### config.mk
export PLATFORM = sky130hd
export DESIGN_NAME = tick_counter_flat
export DESIGN_NICKNAME = d
export VERILOG_FILES = /design/src/rtl/tick_counter_pkg.sv /design/src/rtl/tick_counter_if.sv /design/src/rtl/tick_gen.sv /design/src/rtl/tick_counter.sv /design/src/flat_wrapper.sv
export SDC_FILE = /design/constraint.sdc
export NUM_CORES = 1
export LEC_CHECK = 0
export ABC_AREA = 1
export BUFFER_PORTS_ARGS = -buffer_cell sky130_fd_sc_hd__buf_2
export CORE_AREA = 2 2 58 60
export CTS_CLUSTER_DIAMETER = 40
export CTS_CLUSTER_SIZE = 40
export DETAILED_ROUTE_END_ITERATION = 6
export DIE_AREA = 0 0 60 62
export PLACE_DENSITY = 0.75
export SKIP_CTS_REPAIR_TIMING = 1
export SLEW_MARGIN = 20
export SYNTH_ARGS = -nofsm -noshare
export SYNTH_HDL_FRONTEND = slang
export SYNTH_SLANG_ARGS = --single-unit
### constraint.sdc
create_clock -name clk_in -period 1.8 [get_ports clk_in]
set_input_delay 0.45 -clock clk_in [delete_from_list [all_inputs] [get_ports clk_in]]
set_output_delay 0.45 -clock clk_in [all_outputs]
set_load 0.005 [all_outputs]
### src/rtl/tick_counter_pkg.sv
// Shared helpers for tick_counter: load clamping and prescaler width sizing.
package tick_counter_pkg;

    // Prescaler width: $clog2(div) but never below one bit.
    function automatic int unsigned pre_width(input int unsigned div);
        return (div <= 32'd2) ? 32'd1 : 32'($clog2(div));
    endfunction

    // Out-of-range load values land on the top of the count range.
    function automatic int unsigned clamp_load(input int unsigned val, input int unsigned modulo);
        return (val < modulo) ? val : (modulo - 32'd1);
    endfunction

endpackage

### src/rtl/tick_counter_if.sv
// Control and status bundle of tick_counter.
interface tick_counter_if #(
    parameter int unsigned WIDTH = 5
) ();
    logic             en;
    logic             up;
    logic             load;
    logic [WIDTH-1:0] load_val;
    logic [WIDTH-1:0] out;
    logic             tick;
    logic             tc;

    modport master (
        output en, up, load, load_val,
        input  out, tick, tc
    );

    modport slave (
        input  en, up, load, load_val,
        output out, tick, tc
    );
endinterface

### src/rtl/tick_gen.sv
// Prescaler: free-running modulo-DIV phase counter with a one-cycle strobe at DIV-1.
module tick_gen #(
    parameter int unsigned DIV   = 4,
    parameter int unsigned PRE_W = 2
) (
    input  logic clk_in,
    input  logic rst,
    input  logic restart,
    output logic stb
);
    logic [PRE_W-1:0] pre;

    assign stb = (pre == PRE_W'(DIV - 32'd1));

    // Restart realigns the tick phase to the current edge.
    always_ff @(posedge clk_in) begin
        if (rst || restart || stb) begin
            pre <= '0;
        end else begin
            pre <= pre + PRE_W'(1);
        end
    end
endmodule

### src/rtl/tick_counter.sv
// Prescaled up/down modulo counter with synchronous load and terminal-count pulse.
// Define TICK_COUNTER_SAT_EN to saturate at the range ends instead of wrapping.
module tick_counter
    import tick_counter_pkg::*;
#(
    parameter int unsigned WIDTH  = 5,
    parameter int unsigned MODULO = 32,
    parameter int unsigned DIV    = 4194304,
    parameter int unsigned PRE_W  = pre_width(DIV)
) (
    input  logic          clk_in,
    input  logic          rst,
    tick_counter_if.slave bus
);
    localparam longint unsigned SPAN = 64'(1) << WIDTH;
    localparam logic [WIDTH-1:0] MAX_VAL = WIDTH'(MODULO - 32'd1);

    if ((MODULO < 32'd2) || (64'(MODULO) > SPAN)) begin : g_bad_modulo
        $error("tick_counter: MODULO out of range 2..2**WIDTH");
    end
    if (DIV < 32'd1) begin : g_bad_div
        $error("tick_counter: DIV must be >= 1");
    end

    logic             stb;
    logic [WIDTH-1:0] out_q, out_nxt;
    logic             tick_q, tick_nxt;
    logic             tc_q, tc_nxt;
    logic [WIDTH-1:0] load_clamped;

    tick_gen #(
        .DIV   (DIV),
        .PRE_W (PRE_W)
    ) u_tick_gen (
        .clk_in  (clk_in),
        .rst     (rst),
        .restart (bus.load),
        .stb     (stb)
    );

    assign load_clamped = WIDTH'(clamp_load(32'(bus.load_val), MODULO));

    // Next count: load wins over a step; ends wrap (or hold when saturating) with tc.
    always_comb begin
        out_nxt  = out_q;
        tc_nxt   = 1'b0;
        tick_nxt = stb;
        if (bus.load) begin
            out_nxt  = load_clamped;
            tick_nxt = 1'b0;
        end else if (stb && bus.en) begin
            if (bus.up) begin
                if (out_q == MAX_VAL) begin
                    tc_nxt = 1'b1;
`ifdef TICK_COUNTER_SAT_EN
                    out_nxt = out_q;
`else
                    out_nxt = '0;
`endif
                end else begin
                    out_nxt = out_q + WIDTH'(1);
                end
            end else begin
                if (out_q == '0) begin
                    tc_nxt = 1'b1;
`ifdef TICK_COUNTER_SAT_EN
                    out_nxt = out_q;
`else
                    out_nxt = MAX_VAL;
`endif
                end else begin
                    out_nxt = out_q - WIDTH'(1);
                end
            end
        end
    end

    always_ff @(posedge clk_in) begin
        if (rst) begin
            out_q  <= '0;
            tick_q <= 1'b0;
            tc_q   <= 1'b0;
        end else begin
            out_q  <= out_nxt;
            tick_q <= tick_nxt;
            tc_q   <= tc_nxt;
        end
    end

    assign bus.out  = out_q;
    assign bus.tick = tick_q;
    assign bus.tc   = tc_q;
endmodule

### src/flat_wrapper.sv
// flat-port wrapper written by rule: the top's interface ports become plain ports
module tick_counter_flat import tick_counter_pkg::*;
#(
    parameter int unsigned WIDTH  = 5,
    parameter int unsigned MODULO = 32,
    parameter int unsigned DIV    = 4194304,
    parameter int unsigned PRE_W  = pre_width(DIV)
)
  (clk_in, rst, bus_en, bus_up, bus_load, bus_load_val, bus_out, bus_tick, bus_tc);
  tick_counter_if #(.WIDTH(WIDTH)) bus_i ();
  input  logic clk_in;
  input  logic rst;
  input wire logic [$bits(bus_i.en)-1:0] bus_en;
  input wire logic [$bits(bus_i.up)-1:0] bus_up;
  input wire logic [$bits(bus_i.load)-1:0] bus_load;
  input wire logic [$bits(bus_i.load_val)-1:0] bus_load_val;
  output wire logic [$bits(bus_i.out)-1:0] bus_out;
  output wire logic [$bits(bus_i.tick)-1:0] bus_tick;
  output wire logic [$bits(bus_i.tc)-1:0] bus_tc;
  assign bus_i.en = bus_en;
  assign bus_i.up = bus_up;
  assign bus_i.load = bus_load;
  assign bus_i.load_val = bus_load_val;
  assign bus_out = bus_i.out;
  assign bus_tick = bus_i.tick;
  assign bus_tc = bus_i.tc;
  tick_counter #(.WIDTH(WIDTH), .MODULO(MODULO), .DIV(DIV), .PRE_W(PRE_W)) u_core (.clk_in(clk_in), .rst(rst), .bus(bus_i));
endmodule
Word level (Yosys, flattened, before mapping)
Index checks and enable logic that the tools add are counted.
Cells by class
  $add $sub $neg: 3
  equal/unequal tests: 2
  mux-type cells: 8
  bitwise operators: 1
  reduce and logical (&&, ||, !) cells: 7
Operators by type and width (count)
  2-to-1 mux 5 bit: 5
  adder 22 x 1 -> 22 bit (second input constant): 1
  equality test 22 bit (second input constant): 1
  adder 5 x 1 -> 5 bit (second input constant): 1
  equality test 5 bit (second input constant): 1
  zero test 5 bit: 1
  subtractor 5 x 1 -> 5 bit (second input constant): 1
  2-to-1 mux 1 bit: 3
  OR reduction 3 bit: 1
  logical OR 1 bit: 2
  nonzero test 2 bit: 1
  OR reduction 2 bit: 1
  logical AND 1 bit: 1
  NOT 1 bit: 1
Storage, ports and cells
  bits in registers: 29
  input port bits: 10
  output and inout port bits: 7
  logic and storage cells: 25

Depth between registers and ports, before layout
Gate-level depths: netlist of the first run.
  depth after elaboration: 5
  gate-level depth with buffers: 11
  gate-level depth less buffers: 11

Cells and area by module
A second synthesis of the first run with hierarchy kept.
Second synthesis, totals
  cells, all modules: 245
  area, all modules: 1652.8 um2
By module, submodules not included
  tick_gen: instances 1, cells an instance 164, area each 1114.8 um2, sequential area each 440.4 um2
  tick_counter: instances 1, cells an instance 81, area each 538.0 um2, sequential area each 140.1 um2

Worst setup path after synthesis of the first run
OpenSTA, ideal clock, no wires.
  path kind: register to register
  start point: reg u_core.out_q[1] (netlist: u_core.bus.out[1])
  end point: reg u_core.out_q[2] (netlist: u_core.bus.out[2])
  setup time: 0.113 ns
  arrival: 1.366 ns
  data required time: 1.687 ns
  setup slack: 0.321 ns
  cell stages (with the launch flop): 12
  path buffers: 0
  period minus slack after synthesis: 1.479 ns
  cells stage by stage: dfxtp_1 -> ha_1 -> nand2_1 -> nor2_1 -> ha_1 -> nor2_1 -> nand3_1 -> o21ai_0 -> a21boi_0 -> nand2_1 -> nand2_1 -> nor2_1
On the way
  cells in the longest elaborated chain, start to end: 5
  elaborated cells between the ends (all ways): 9
  classes of those cells: add/sub: 2; eq/ne: 1; mux: 5; reduce/logical: 1
Ends and longest elaborated chain
  from (decl): RTL line tick_counter.sv:26  | logic [WIDTH-1:0] out_q, out_nxt;
  from (signal assigned): RTL line tick_counter.sv:84  | out_q <= out_nxt;
  subtractor 5 x 1 -> 5 bit, or another cell as far along: RTL line tick_counter.sv:72  | out_nxt = out_q - WIDTH'(1);
  2-to-1 mux 5 bit (on tied branches): RTL line tick_counter.sv:64, tick_counter.sv:53
  2-to-1 mux 5 bit *: RTL line tick_counter.sv:52  | if (bus.up) begin
  2-to-1 mux 5 bit *: RTL line tick_counter.sv:51  | end else if (stb && bus.en) begin
  2-to-1 mux 5 bit *: RTL line tick_counter.sv:48  | if (bus.load) begin
Every way passes the cells marked *; elsewhere a longest branch is shown, timed or not. The select of a mux whose other input is x is not followed.
A chain may end at the register's enable or synchronous reset.

Worst setup path in the final report of the first run
Ends and elaborated chain as after synthesis.

==> qor.csv, run 1 <==
metric,value,unit
share of async-settable or async-resettable flops after synthesis,0,
TritonCTS Buffers,5,
wire length of the first global-routing pass,5290,um
number of buffers added on ports,16,
final-report max-slew violation count,0,
critical setup path kind,flop to flop,
setup violators final,0,
type of the worst min-delay path,input port to flop,
starting density of the core,0.534,
layout overhead on the synthesized area,13.0,%
most used flip-flop cell after synthesis,sky130_fd_sc_hd__dfxtp_1,
Max rail drop VDD,374,uV
share of final-layout standard cells stronger than drive strength 1,0.182,
I/O pin count,17,
sum of negative setup slack,0,ps
number of optimization iterations in the first detailed-route pass,4,
synthesized netlist cell count,250,
dominant cell type by area after synthesis,sky130_fd_sc_hd__dfxtp_1,
# Max-Cap Violations,0,
number of buffers on the longest clock path,2,
Congestion Overflow GR,0,
antenna cell count,0,
total length of routed wires,3190,um
die footprint,3720,um2
HPWL Detailed,2440,um
most instantiated cells after synthesis,"63 x sky130_fd_sc_hd__nand2_1, 43 x sky130_fd_sc_hd__nor2_1, 29 x sky130_fd_sc_hd__dfxtp_1",
RSZ-0062 raised after global routing,no,
most repeated cell in the gate-level netlist after synthesis,sky130_fd_sc_hd__nand2_1,
total of flip-flops plus latches after synthesis,29,
biggest fanout along the worst timing path,3,
Crit path required time,2030,ps
clock latency on the worst-skew pair,330,ps
Final Critical Period,1600,ps
top achievable clock speed,0.624,GHz
CTS tree,done,
die outline height,62,um
maximum number of pins on one net before global-route repair,23,
final estimated routing congestion in global placement,0.820,
Syn Area/Cell,6.80,um2
worst path setup slack after routing,198,ps
total global-route track usage,0.192,
number of global-route vias before repair,1245,
final hold violation count,0,
Post-DRT Antenna Nets,0,
floorplan row count,21,
minimum setup slack after placement,222,ps
leakage component of the power,0.000751,uW
share of the synthesized area in the top cell type,0.342,
total number of vias,1539,
number of violations reported at the end of detailed-routing iteration 0,90,
Total Nets Final,287,
Yosys warning total,0,
Critical Path End Type,flop,
number of enable-type register cells in the synthesized netlist,0,
Netlist cell types,30,
Root Buffer Master,sky130_fd_sc_hd__clkbuf_4,
main area contributors after synthesis,"sky130_fd_sc_hd__dfxtp_1 34%, sky130_fd_sc_hd__nand2_1 14%, sky130_fd_sc_hd__nor2_1 9.5%, sky130_fd_sc_hd__inv_1 5.7%, sky130_fd_sc_hd__a21oi_1 4.4%",
part of the Yosys area used for sequential elements,0.342,
transition time at the pin with the least slew margin,275,ps
area of the mapped netlist,1700,um2
antenna violations before repair,0,
normalized max-slew margin,0.815,
number of levels in the clock H-tree,2,
drt wl/cell,9.98,um
post-synth net total,264,
clock slew at reported path FFs,100,ps
Pwr Density,713,nW/um2
area inside the core boundary,3180,um2
DRC violation count after routing,0,
clock skew,9.89,ps
kind of launch point of the worst setup path,flop,
post-detailed-route via-to-cell ratio,4.81,
final worst path period share,0.890,
overall die width,60,um
status,"finished, final reports clean",
critical path data arrival time,1830,ps
sinks on the clock net,29,
[cell type report]
type                       count  area (um2)
sequential                    29         581
fill                         295        1260
timing repair buffer          19         103
inverter                      28         119
clock inverter                 2        37.5
clock buffer                   6        51.3
tap                           46        57.6
multi-input combinational    190         972
[kinds of logic (layout without fill, tap and decap cells)]
| logic type | count (synthesis) | count (layout) | share of synthesized area |
|---|---|---|---|
| AOI/OAI and AO/OA | 28 | 28 | 0.0891 |
| xor gates and xnor gates | 5 | 5 | 0.0258 |
| adders and majority gates | 4 | 4 | 0.0295 |
| buffers and inverters | 31 | 55 | 0.0861 |
| DFF | 29 | 29 | 0.342 |
| and+or+nand+nor | 153 | 153 | 0.428 |
[worst max-delay path, stage by stage (launching register included)]
cell and delay (ps):
sky130_fd_sc_hd__dfxtp_1 370, sky130_fd_sc_hd__ha_1 180, sky130_fd_sc_hd__nand2_1 70, sky130_fd_sc_hd__nor2_1 100, sky130_fd_sc_hd__ha_1 210, sky130_fd_sc_hd__nor2_1 80, sky130_fd_sc_hd__nand3_1 80, sky130_fd_sc_hd__o21ai_0 70
sky130_fd_sc_hd__a21boi_0 160, sky130_fd_sc_hd__nand2_1 70, sky130_fd_sc_hd__nand2_1 60, sky130_fd_sc_hd__nor2_1 40
[worst paths after layout]
path	startpoint	end	slack, ps	cells after the start
setup / recovery	u_core.bus.out[1]	u_core.bus.out[2]	200	11
hold / removal	rst	u_core.bus.out[1]	290	2
setup reg to reg	u_core.bus.out[1]	u_core.bus.out[2]	200	11
hold reg to reg	u_core.u_tick_gen.pre[0]	u_core.u_tick_gen.pre[0]	450	1
[through the flow]
step	utilization	total power [uW]	hold slack, ps	cells	cell area, um2
4_1_cts	0.604	1380	290	320	1920
2_1_floorplan	-	773	417	250	1700
6_report	0.604	1370	295	320	1920
3_3_place_gp	0.576	814	433	312	1830
5_1_grt	0.604	1440	283	320	1920
3_5_place_dp	0.576	814	441	312	1830
[cells in the final DEF (no fill, tap or decap), types with 4 or more instances in the layout]
master and instances:
sky130_fd_sc_hd__nand2_1 63, sky130_fd_sc_hd__nor2_1 43, sky130_fd_sc_hd__dfxtp_1 29, sky130_fd_sc_hd__inv_1 26, sky130_fd_sc_hd__buf_2 16, sky130_fd_sc_hd__a21oi_1 15, sky130_fd_sc_hd__nand3_1 12, sky130_fd_sc_hd__o21ai_0 9
sky130_fd_sc_hd__nand2_2 6, sky130_fd_sc_hd__nand4_1 5, sky130_fd_sc_hd__clkbuf_4 5, sky130_fd_sc_hd__nor2_2 4, sky130_fd_sc_hd__nand3b_1 4, sky130_fd_sc_hd__ha_1 4
[metal layers]
layer	vias up	global-route usage	share of wire
met1	658	0.274	0.51
met5	-	0	0
met3	6	0.0559	0.045
li1	847	-	-
met2	28	0.270	0.42
met4	0	0.0762	0.018
[flip-flops by register name (all words and copies together), names as in the netlist]
register               count
u_core.bus.tc              1
u_core.bus.tick            1
u_core.bus.out             5
u_core.u_tick_gen.pre     22
[report_power, final]
group / total [uW] / internal [uW] / switching [uW]
sequential: 661 / 652 / 8.49
clock: 568 / 330 / 238
combinational: 140 / 58.4 / 81.3
Note: power is estimated with default switching activity, not from simulation.
==> run 2: changes to the inputs <==
--- a/config.mk
+++ b/config.mk
@@ -5,13 +5,12 @@
 export SDC_FILE = /design/constraint.sdc
 export NUM_CORES = 1
 export LEC_CHECK = 0
-export ABC_AREA = 1
 export BUFFER_PORTS_ARGS = -buffer_cell sky130_fd_sc_hd__buf_2
-export CORE_AREA = 2 2 58 60
+export CORE_AREA = 2 2 54 56
 export CTS_CLUSTER_DIAMETER = 40
 export CTS_CLUSTER_SIZE = 40
 export DETAILED_ROUTE_END_ITERATION = 6
-export DIE_AREA = 0 0 60 62
+export DIE_AREA = 0 0 56 58
 export PLACE_DENSITY = 0.75
 export SKIP_CTS_REPAIR_TIMING = 1
 export SLEW_MARGIN = 20
==> qor.csv, run 2 <==
metric,value,unit
Crit path required time,2010,ps
Syn Area/Cell,8.87,um2
fraction of power consumed by combinational cells,0.100,
"post-synthesis share of cell area spent on and, or, nand and nor gates",0.296,
register with the most flip-flops,u_core.u_tick_gen.pre,
fillcell total,232,
Yosys warning total,0,
final-report max-slew violation count,0,
fin util,0.654,
most used flip-flop cell after synthesis,sky130_fd_sc_hd__dfxtp_1,
Total Nets Final,207,
die outline height,58,um
number of global-route vias before repair,1236,
number of levels in the clock H-tree,2,
clock slew at reported path FFs,90,ps
synthesized netlist cell count,163,
share of async-settable or async-resettable flops after synthesis,0,
internal power summed over all cells,891,uW
xor and xnor area share after synthesis,0.127,
maximum number of pins on one net before global-route repair,13,
# Max-Cap Violations,0,
kind of launch point of the worst setup path,flop,
normalized max-slew margin,0.758,
number of buffers added on ports,16,
Netlist cell types,38,
share of the synthesized area in the top cell type,0.401,
main area contributors after synthesis,"sky130_fd_sc_hd__dfxtp_1 40%, sky130_fd_sc_hd__xor2_1 9.1%, sky130_fd_sc_hd__nor2_1 7.3%, sky130_fd_sc_hd__nand3_1 3.8%, sky130_fd_sc_hd__xnor2_1 3.6%",
drt wl/cell,14.2,um
area of all sequential standard cells,587,um2
TritonCTS Buffers,5,
share of final-layout standard cells stronger than drive strength 1,0.285,
Post-DRT Antenna Nets,0,
DP Area,1630,um2
"Critical Path, Cell by Cell",ha_2 > and3_1 > ha_1 > a221o_1 > mux2i_1 > a211oi_1,
Final Critical Period,1710,ps
"slowest stage cell, crit path",sky130_fd_sc_hd__a221o_1,
Layout Cells excl Fill,224,
DRC violation count after routing,0,
Congestion Overflow GR,0,
number of optimization iterations in the first detailed-route pass,4,
top achievable clock speed,0.583,GHz
total length of routed wires,3170,um
share of total power consumed by net switching,0.244,
multi-input logic area,861,um2
post-synth net total,177,
transition time at the pin with the least slew margin,360,ps
status,"finished, final reports clean",
Pwr Density,676,nW/um2
Crit path largest cell delay,350,ps
part of the Yosys area used for sequential elements,0.401,
worst path setup slack after routing,85.0,ps
Seq pwr share,0.568,
Hold Slack,398,ps
clock power share,0.333,
layout overhead on the synthesized area,20.4,%
dominant combinational cell family by area after synthesis,simple AND/OR/NAND/NOR gates,
number of buffers on the longest clock path,2,
final estimated routing congestion in global placement,0.811,
area inside the core boundary,2660,um2
die footprint,3250,um2
area of the mapped netlist,1450,um2
I/O pin count,17,
number of enable-type register cells in the synthesized netlist,0,
top cell family by delay on the critical path,adder cells,
final hold violation count,0,
antenna cell count,0,
antenna violations before repair,0,
final worst path period share,0.953,
clock skew,7.30,ps
Layout Cell Area excl Fill,1740,um2
leakage component of the power,0.000691,uW
critical path data arrival time,1920,ps
total of flip-flops plus latches after synthesis,29,
dominant cell type by area after synthesis,sky130_fd_sc_hd__dfxtp_1,
setup violators final,0,
biggest fanout along the worst timing path,4,
starting density of the core,0.543,
total global-route track usage,0.214,
Root Buffer Master,sky130_fd_sc_hd__clkbuf_4,
Max rail drop VDD,655,uV
power spent charging and discharging nets,287,uW
minimum setup slack after placement,-48.0,ps
Bufs and invs on worst path,0,
HPWL Detailed,2180,um
CTS tree,done,
number of placed cells counting well taps,217,
max FFs per register,22,
type of the worst min-delay path,input port to flop,
wire length of the first global-routing pass,5330,um
most instantiated cells after synthesis,"29 x sky130_fd_sc_hd__dfxtp_1, 28 x sky130_fd_sc_hd__nor2_1, 15 x sky130_fd_sc_hd__xor2_1",
clock latency on the worst-skew pair,330,ps
Critical Path End Type,flop,
most used cells in the layout excluding fill and tap cells,"28 x sky130_fd_sc_hd__nor2_1, 24 x sky130_fd_sc_hd__dfxtp_1, 16 x sky130_fd_sc_hd__buf_2, 15 x sky130_fd_sc_hd__xor2_1, 11 x sky130_fd_sc_hd__buf_4",
post-detailed-route via-to-cell ratio,5.87,
critical setup path kind,flop to flop,
RSZ-0062 raised after global routing,no,
most repeated cell in the gate-level netlist after synthesis,sky130_fd_sc_hd__dfxtp_1,
sinks on the clock net,29,
complex-gate fraction of the synthesized area,0.0882,
"most common cell after layout, fill and taps aside",sky130_fd_sc_hd__nor2_1,
mux cell area share after synthesis,0.0138,
area share of fa/ha/maj cells after synthesis,0.0346,
overall die width,56,um
number of violations reported at the end of detailed-routing iteration 0,65,
total number of vias,1314,
floorplan row count,19,
[run 2: cell count changes in the layout (fill, tap and decap cells not counted), moves of 4 or more]
cell | before | now
sky130_fd_sc_hd__buf_4 | 3 | 11
sky130_fd_sc_hd__nand2_1 | 63 | 10
sky130_fd_sc_hd__nor2_1 | 43 | 28
sky130_fd_sc_hd__dfxtp_1 | 29 | 24
sky130_fd_sc_hd__dfxtp_2 | 0 | 5
sky130_fd_sc_hd__nand2_2 | 6 | 0
sky130_fd_sc_hd__o21ai_0 | 9 | 1
sky130_fd_sc_hd__a21oi_1 | 15 | 1
sky130_fd_sc_hd__xor2_1 | 2 | 15
sky130_fd_sc_hd__nor2_2 | 4 | 0
sky130_fd_sc_hd__inv_1 | 26 | 7
[run 2: stage by stage]
step	total power (uW)	setup TNS [ps]
6_report	1180	0
5_1_grt	1230	0
4_1_cts	1170	-116
3_5_place_dp	785	-48.0
3_3_place_gp	778	0
2_1_floorplan	741	0
[run 2: final timing paths]
path	startpoint	end	slack [ps]	cells past startpoint
worst max-delay path	u_core.bus.out[0]	u_core.bus.out[4]	90	6
worst max register to register	u_core.bus.out[0]	u_core.bus.out[4]	90	6
worst min-delay path	rst	u_core.bus.out[1]	400	2
worst min register to register	u_core.u_tick_gen.pre[0]	u_core.u_tick_gen.pre[0]	470	1
[run 2: layout make-up]
class | count | area share
Multi-Input combinational cell | 122 | 0.494
Sequential cell | 29 | 0.337
Timing Repair Buffer | 28 | 0.0999
Clock buffer | 7 | 0.0316
Tap cell | 31 | 0.0223
Inverter | 7 | 0.0151
[run 2: cell families (layout without fill, tap and decap cells)]
kind of cell / count (synthesis) / in the layout
mux: 2 / 2
simple gates: 78 / 78
buf+inv: 12 / 42
fa+ha+maj: 4 / 4
xor+xnor: 21 / 21
flops: 29 / 29
compound gates: 17 / 17
[run 2: power groups by stage]
stage / logic, uW / registers [uW] / clock network, uW
global route: 129 / 671 / 428
global placement: 99.3 / 679 / 0
floorplan: 61.5 / 679 / 0
finish: 117 / 669 / 392
CTS: 106 / 665 / 401
detailed placement: 105 / 680 / 0
[run 2: layer usage]
layer / up-vias / wire length (um) / global-route usage
met3: 11 / 215 / 0.0737
met1: 622 / 1350 / 0.243
met2: 55 / 1510 / 0.360
met5: - / 0 / 0
met4: 0 / 99 / 0.105
li1: 626 / - / -
